**config.mk**
```make
export PLATFORM = sky130hd
export DESIGN_NAME = zmod_rxclk_ctrl
export DESIGN_NICKNAME = d
export VERILOG_FILES = /design/src/rtl/zmod_rxclk_ctrl.sv
export SDC_FILE = /design/constraint.sdc
export NUM_CORES = 1
export LEC_CHECK = 0
export BUFFER_PORTS_ARGS = -buffer_cell sky130_fd_sc_hd__buf_2
export CAP_MARGIN = 20
export CORE_UTILIZATION = 65
export CTS_BUF_LIST = sky130_fd_sc_hd__clkbuf_8
export DETAILED_ROUTE_END_ITERATION = 7
export GPL_ROUTABILITY_DRIVEN = 0
export PLACE_DENSITY = 0.87
export REMOVE_ABC_BUFFERS = 1
export SYNTH_ARGS = -nofsm -noshare
export SYNTH_HDL_FRONTEND = slang
export SYNTH_SLANG_ARGS = --single-unit
```
**constraint.sdc**
```tcl
create_clock -name clk -period 5.99 [get_ports clk]
set_input_delay 1.797 -clock clk [delete_from_list [all_inputs] [get_ports clk]]
set_output_delay 1.797 -clock clk [all_outputs]
set_load 0.02 [all_outputs]
```
**src/rtl/zmod_rxclk_ctrl.sv**
```systemverilog
// zmod_rxclk_ctrl: bring-up and dynamic phase controller for the ZMOD RX clock MMCM.
// Runs entirely on the free-running control clock (which also feeds MMCM PSCLK).
// It sequences MMCM reset and qualifies LOCKED. It retries on lock timeout, then
// steps the phase shifter one PSEN pulse at a time toward a host-requested signed
// step count.
module zmod_rxclk_ctrl #(
  parameter int RST_CYCLES     = 16,
  parameter int LOCK_STABLE    = 1024,
  parameter int LOCK_TIMEOUT   = 65536,
  parameter int MAX_RETRIES    = 3,
  parameter int PS_W           = 10,
  parameter int PSDONE_TIMEOUT = 64
) (
  input  logic                             clk,
  input  logic                             rstn,
  input  logic                             restart,
  input  logic                             mmcm_locked,
  output logic                             mmcm_rst,
  output logic                             mmcm_psen,
  output logic                             mmcm_psincdec,
  input  logic                             mmcm_psdone,
  input  logic                             phase_req,
  input  logic [PS_W-1:0]                  phase_target,
  output logic                             phase_ack,
  output logic                             phase_err,
  output logic [PS_W-1:0]                  phase_cur,
  output logic                             ready,
  output logic                             fault,
  output logic                             lock_lost,
  output logic [$clog2(MAX_RETRIES+1)-1:0] retry_cnt
);

  localparam int RC_W    = $clog2(MAX_RETRIES + 1);
  localparam int M1      = (RST_CYCLES > LOCK_STABLE) ? RST_CYCLES : LOCK_STABLE;
  localparam int M2      = (LOCK_TIMEOUT > PSDONE_TIMEOUT) ? LOCK_TIMEOUT : PSDONE_TIMEOUT;
  localparam int TMR_MAX = (M1 > M2) ? M1 : M2;
  // One shared timer; it only ever counts up to (longest interval - 1).
  localparam int TMR_W   = $clog2(TMR_MAX);

  localparam logic [TMR_W-1:0] RST_LAST    = TMR_W'(RST_CYCLES - 1);
  localparam logic [TMR_W-1:0] STABLE_LAST = TMR_W'(LOCK_STABLE - 1);
  localparam logic [TMR_W-1:0] LOCK_LAST   = TMR_W'(LOCK_TIMEOUT - 1);
  localparam logic [TMR_W-1:0] PSD_LAST    = TMR_W'(PSDONE_TIMEOUT - 1);
  localparam logic [RC_W-1:0]  RETRY_LAST  = RC_W'(MAX_RETRIES);

  typedef enum logic [2:0] {
    S_RESET_HOLD,
    S_WAIT_LOCK,
    S_STABLE,
    S_READY,
    S_PS_ISSUE,
    S_PS_WAIT,
    S_FAULT
  } state_t;

  state_t                  state_q, state_d;
  logic [TMR_W-1:0]        timer_q, timer_d;
  logic [RC_W-1:0]         retry_q, retry_d;
  logic signed [PS_W-1:0]  tgt_q, tgt_d;
  logic signed [PS_W-1:0]  cur_q, cur_d;
  logic                    incdec_q, incdec_d;
  logic                    ack_q, ack_d;
  logic                    err_q, err_d;
  logic                    lost_q, lost_d;
  logic                    lk_meta_q, lk_sync_q;

  logic                    locked_s;
  logic                    inflight;
  logic signed [PS_W-1:0]  tgt_in;
  logic signed [PS_W-1:0]  cur_step;

  // One phase step in the direction last issued; wraps in two's complement.
  function automatic logic signed [PS_W-1:0] step_phase(input logic signed [PS_W-1:0] c,
                                                        input logic                   up);
    return up ? (c + PS_W'(1)) : (c - PS_W'(1));
  endfunction

  assign locked_s = lk_sync_q;
  assign inflight = (state_q == S_PS_ISSUE) || (state_q == S_PS_WAIT);
  assign tgt_in   = phase_target;

  // Next-state and control decisions, in priority order restart > lock loss > per-state.
  always_comb begin
    state_d  = state_q;
    timer_d  = timer_q;
    retry_d  = retry_q;
    tgt_d    = tgt_q;
    cur_d    = cur_q;
    incdec_d = incdec_q;
    ack_d    = 1'b0;
    err_d    = 1'b0;
    lost_d   = 1'b0;
    cur_step = step_phase(cur_q, incdec_q);

    if (restart) begin
      state_d = S_RESET_HOLD;
      timer_d = '0;
      retry_d = '0;
      cur_d   = '0;
      ack_d   = inflight;
      err_d   = inflight;
    end else if (!locked_s && ((state_q == S_READY) || inflight)) begin
      // Lock dropped after qualification: the applied phase is lost with the lock.
      state_d = S_RESET_HOLD;
      timer_d = '0;
      cur_d   = '0;
      lost_d  = 1'b1;
      ack_d   = inflight;
      err_d   = inflight;
    end else begin
      case (state_q)
        S_RESET_HOLD: begin
          if (timer_q == RST_LAST) begin
            state_d = S_WAIT_LOCK;
            timer_d = '0;
          end else begin
            timer_d = timer_q + 1'b1;
          end
        end
        S_WAIT_LOCK: begin
          if (locked_s) begin
            state_d = S_STABLE;
            timer_d = '0;
          end else if (timer_q == LOCK_LAST) begin
            timer_d = '0;
            if (retry_q == RETRY_LAST) begin
              state_d = S_FAULT;
            end else begin
              retry_d = retry_q + 1'b1;
              state_d = S_RESET_HOLD;
            end
          end else begin
            timer_d = timer_q + 1'b1;
          end
        end
        S_STABLE: begin
          // A glitch only restarts the lock wait; it does not burn a retry.
          if (!locked_s) begin
            state_d = S_WAIT_LOCK;
            timer_d = '0;
          end else if (timer_q == STABLE_LAST) begin
            state_d = S_READY;
            timer_d = '0;
          end else begin
            timer_d = timer_q + 1'b1;
          end
        end
        S_READY: begin
          if (phase_req) begin
            tgt_d = tgt_in;
            if (tgt_in == cur_q) begin
              ack_d = 1'b1;
            end else begin
              state_d  = S_PS_ISSUE;
              incdec_d = (tgt_in > cur_q);
            end
          end
        end
        S_PS_ISSUE: begin
          state_d = S_PS_WAIT;
          timer_d = '0;
        end
        S_PS_WAIT: begin
          if (mmcm_psdone) begin
            cur_d   = cur_step;
            timer_d = '0;
            if (cur_step == tgt_q) begin
              state_d = S_READY;
              ack_d   = 1'b1;
            end else begin
              state_d  = S_PS_ISSUE;
              incdec_d = (tgt_q > cur_step);
            end
          end else if (timer_q == PSD_LAST) begin
            state_d = S_FAULT;
            timer_d = '0;
            ack_d   = 1'b1;
            err_d   = 1'b1;
          end else begin
            timer_d = timer_q + 1'b1;
          end
        end
        S_FAULT: begin
          state_d = S_FAULT;
        end
        default: begin
          state_d = S_RESET_HOLD;
          timer_d = '0;
        end
      endcase
    end
  end

  // State, timers, phase bookkeeping and the two-flop LOCKED synchronizer.
  always_ff @(posedge clk) begin
    if (!rstn) begin
      state_q   <= S_RESET_HOLD;
      timer_q   <= '0;
      retry_q   <= '0;
      tgt_q     <= '0;
      cur_q     <= '0;
      incdec_q  <= 1'b0;
      ack_q     <= 1'b0;
      err_q     <= 1'b0;
      lost_q    <= 1'b0;
      lk_meta_q <= 1'b0;
      lk_sync_q <= 1'b0;
    end else begin
      state_q   <= state_d;
      timer_q   <= timer_d;
      retry_q   <= retry_d;
      tgt_q     <= tgt_d;
      cur_q     <= cur_d;
      incdec_q  <= incdec_d;
      ack_q     <= ack_d;
      err_q     <= err_d;
      lost_q    <= lost_d;
      lk_meta_q <= mmcm_locked;
      lk_sync_q <= lk_meta_q;
    end
  end

  assign mmcm_rst      = (state_q == S_RESET_HOLD) || (state_q == S_FAULT);
  assign mmcm_psen     = (state_q == S_PS_ISSUE);
  assign mmcm_psincdec = incdec_q;
  assign phase_ack     = ack_q;
  assign phase_err     = err_q;
  assign phase_cur     = cur_q;
  assign ready         = (state_q == S_READY) || inflight;
  assign fault         = (state_q == S_FAULT);
  assign lock_lost     = lost_q;
  assign retry_cnt     = retry_q;

endmodule

```
==> flow_summary.yaml <==
worst_setup_path:
  regToRegSetupSlack_ns: 1.69
  crit_path_max_incr_delay_ns: 0.56
  cp.arrival_ns: 4.50
  timing.rr.start: "mmcm_psincdec"
  critPathMaxFanout: 9
  crit_path_top_delay_cell: "nor3_1"
  crit_type: "reg2reg"
  reg2regPathDepth: 17
  crit_path_start_kind: "register"
  critPathBufInv: 1
  end_kind: "register"
  r2r-end: "mmcm_psincdec"
  cp.required_ns: 6.18
  worstPathCellList: "inv_1 -> ha_1 -> nor2b_1 -> o21ai_0 -> a21oi_1 -> o21ai_0 -> a21oi_1 -> nor2_1 -> xor2_1 -> ha_1 -> nand2_1 -> nor3_1 -> nand2b_1 -> or4_1 -> and3_1 -> and3_1 -> a211o_1"
  startpoint: "mmcm_psincdec"
  critPathTopFamily: "simple AND/OR/NAND/NOR gates"
grt:
  grt_pass1_wl_mm: 12.8
  grt_max_degree: 31
  use_met2_pct: 51.7
  grt_use_met3_pct: 4.72
  grt_pass1_vias: 2826
  overflow: 0
  grtUsageMet1_pct: 38.6
  grt_usage_pct: 30.8
  busiest_layer: "met2"
  antenna_found_initial: 0
pwr:
  leakage_nw: 1.43
  ir_drop_mv: 0.112
  p_per_area_mw_per_mm2: 155
clock_tree:
  hold_buffers: 0
  clock_sinks: 47
  postCtsSetupBuffers: 0
  clk_latency_ns: 0.30
  cts-resized-gates: 0
  clock_path_buffers: 2
  cts_tree: "built"
  cts_inserted_buffers: 5
  htree_levels: 2
  clkTransAtPathRegs_ns: 0.09
  cts_root_buffer: "clkbuf_8"
synthesis:
  ys_seq_area_share_pct: 29.1
  yosysWarnings: 0
  synth-edff-count: 0
  syn_area_per_cell_um2: 7.89
  synth_ff_type: "dfxtp_1"
  syn_inst: 410
  netlist_area_mm2: 0.00323
  synth_cell_types: 55
  synthArstFlopShare_pct: 0
  ys_seq_elements: 47
cells_and_area:
  antennaDiodeCount: 0
  multi_input_area_mm2: 0.00212
  final_common_cell: "dfxtp_1"
  fill_cells: 387
  post-route-util_pct: 74.4
  areaGrowthSynthToFinish_pct: 9.36
  drive_gt1_share_pct: 12.4
  regArea_um2: 941
  final_nets: 481
  final_cell_mix: "dfxtp_1, a21oi_1, buf_2"
  finalNonFillerCells: 503
drt:
  drc: 0
  wire_per_inst_um: 15.7
  totalWireLength_mm: 7.90
  first_iter_violations: 180
  dr_total_vias: 3114
  firstDrtPassIters: 5
  postRouteAntennaNets: 0
  vias_per_cell: 6.19
die:
  die_w_um: 72.5
  fp-row-count: 25
  start_util_pct: 68.0
  dieArea_mm2: 0.00526
  io-pin-count: 36
  die_h_um: 72.5
  core-area_mm2: 0.00475
timing:
  finalClockSkew_ns: 0.00674
  rsz0062_at_grt: "no"
  slew_headroom_pct: 34.2
  period_share_pct: 71.8
  min_period_ns: 4.30
  hold_viol: 0
  fmax_mhz: 232
  setup_viol: 0
  slew_violations: 0
  worst_slew_pin_slew_ns: 0.985
  setup_tns_ns: 0
placed_design:
  hpwlAfterDp_mm: 5.79
  dpl.cell_count: 495
  io_buffer_count: 35
worst_hold_path:
  min_path_type: "reg2reg"
  hold_start: "lk_meta_q"
  min_to: "lk_sync_q"
  whs_path_depth: 1
status:
  status: "finished clean"
run:
  drv_cap: 0
[final cells by class]
type | count | area share, %
repair buffers | 37 | 5.48
clock inverters | 2 | 0.460
well taps | 67 | 2.37
multi-input cells | 318 | 60.0
clock buffers | 6 | 2.33
flip-flops and latches | 47 | 26.6
inverters | 26 | 2.76
[worst register-to-register path, stage by stage (launching register included)]
cell      delay, ns
dfxtp_1        0.44
inv_1          0.22
ha_1           0.39
nor2b_1        0.14
o21ai_0        0.20
a21oi_1        0.12
o21ai_0        0.29
a21oi_1        0.15
nor2_1         0.15
xor2_1         0.08
ha_1           0.32
nand2_1        0.06
nor3_1         0.56
nand2b_1       0.10
or4_1          0.40
and3_1         0.20
and3_1         0.17
a211o_1        0.22
[routing by layer]
layer | up-vias | share of wire (%) | wire (µm)
met5 | - | 0 | 0
met4 | 0 | 2.5 | 201
met3 | 26 | 6.7 | 529
met2 | 115 | 49 | 3880
met1 | 1433 | 42 | 3290
li1 | 1540 | - | -
[cell usage after synthesis (2+ instances only)]
library cell  count  area (µm²)
buf_2             8        40.0
a21o_1            4        30.0
mux2i_1          11         110
nor4_1            3        18.8
nor2b_1          15        93.8
clkbuf_1         10        37.5
a31oi_1           3        18.8
a211oi_1          4        30.0
and2_1            7        43.8
o211ai_1          3        22.5
nand3_1          22         110
a41oi_1           4        35.0
nor3_1           11        55.1
inv_1            26        97.6
ha_1             29         363
dfxtp_1          47         941
a311oi_1         11        96.3
o21ai_0          25         125
nand4b_1          2        17.5
xnor2_1           4        35.0
o21a_1            2        15.0
nand3b_1          4        30.0
nor2_1           34         128
nand2b_1         10        62.6
a21oi_1          40         200
nand4_1           3        18.8
xor2_1            7        61.3
or3_1             6        37.5
and3_1            4        25.0
nand2_1          26        97.6
[worst max path at each step]
stage	to	slack, ns	cells after the start
2_1_floorplan	mmcm_psincdec	1.99	17
3_3_place_gp	mmcm_psincdec	1.94	17
3_5_place_dp	mmcm_psincdec	1.79	17
4_1_cts	mmcm_psincdec	1.72	17
5_1_grt	mmcm_psincdec	1.36	17
6_report	mmcm_psincdec	1.69	17
[cell families after synthesis]
kind of cell    share of synthesized area [%]
simple gates                             25.4
compound gates                           21.7
flops                                    29.1
buf+inv                                  5.57
fa+ha+maj                                11.8
xor+xnor                                 2.98
mux                                      3.40
[power breakdown]
part / total [W] / leakage, nW / internal [W] / switching (W)
combinational: 0.0000280 / 1.01 / 0.0000115 / 0.0000165
clock: 0.000204 / 0.0474 / 0.0000943 / 0.000110
sequential: 0.000315 / 0.379 / 0.000313 / 0.00000177
total: 0.000547 / 1.43 / 0.000419 / 0.000128
[flip-flops by register name, indices dropped and copies added (netlist names)]
name	count
phase_ack	1
lk_meta_q	1
lock_lost	1
mmcm_psincdec	1
retry_cnt	2
tgt_q	10
lk_sync_q	1
timer_q	16
phase_cur	10
state_q	3
phase_err	1
[through the flow]
step	hold WS (ns)	area (µm²)	setup slack [ns]	total power (W)
floorplan	0.412	3150	1.99	0.000335
global placement	0.417	3430	1.94	0.000349
detailed placement	0.425	3440	1.79	0.000350
CTS	0.447	3540	1.72	0.000553
global route	0.485	3540	1.36	0.000568
finish	0.446	3540	1.69	0.000547
No activity file was read; power rests on OpenSTA's default activity.
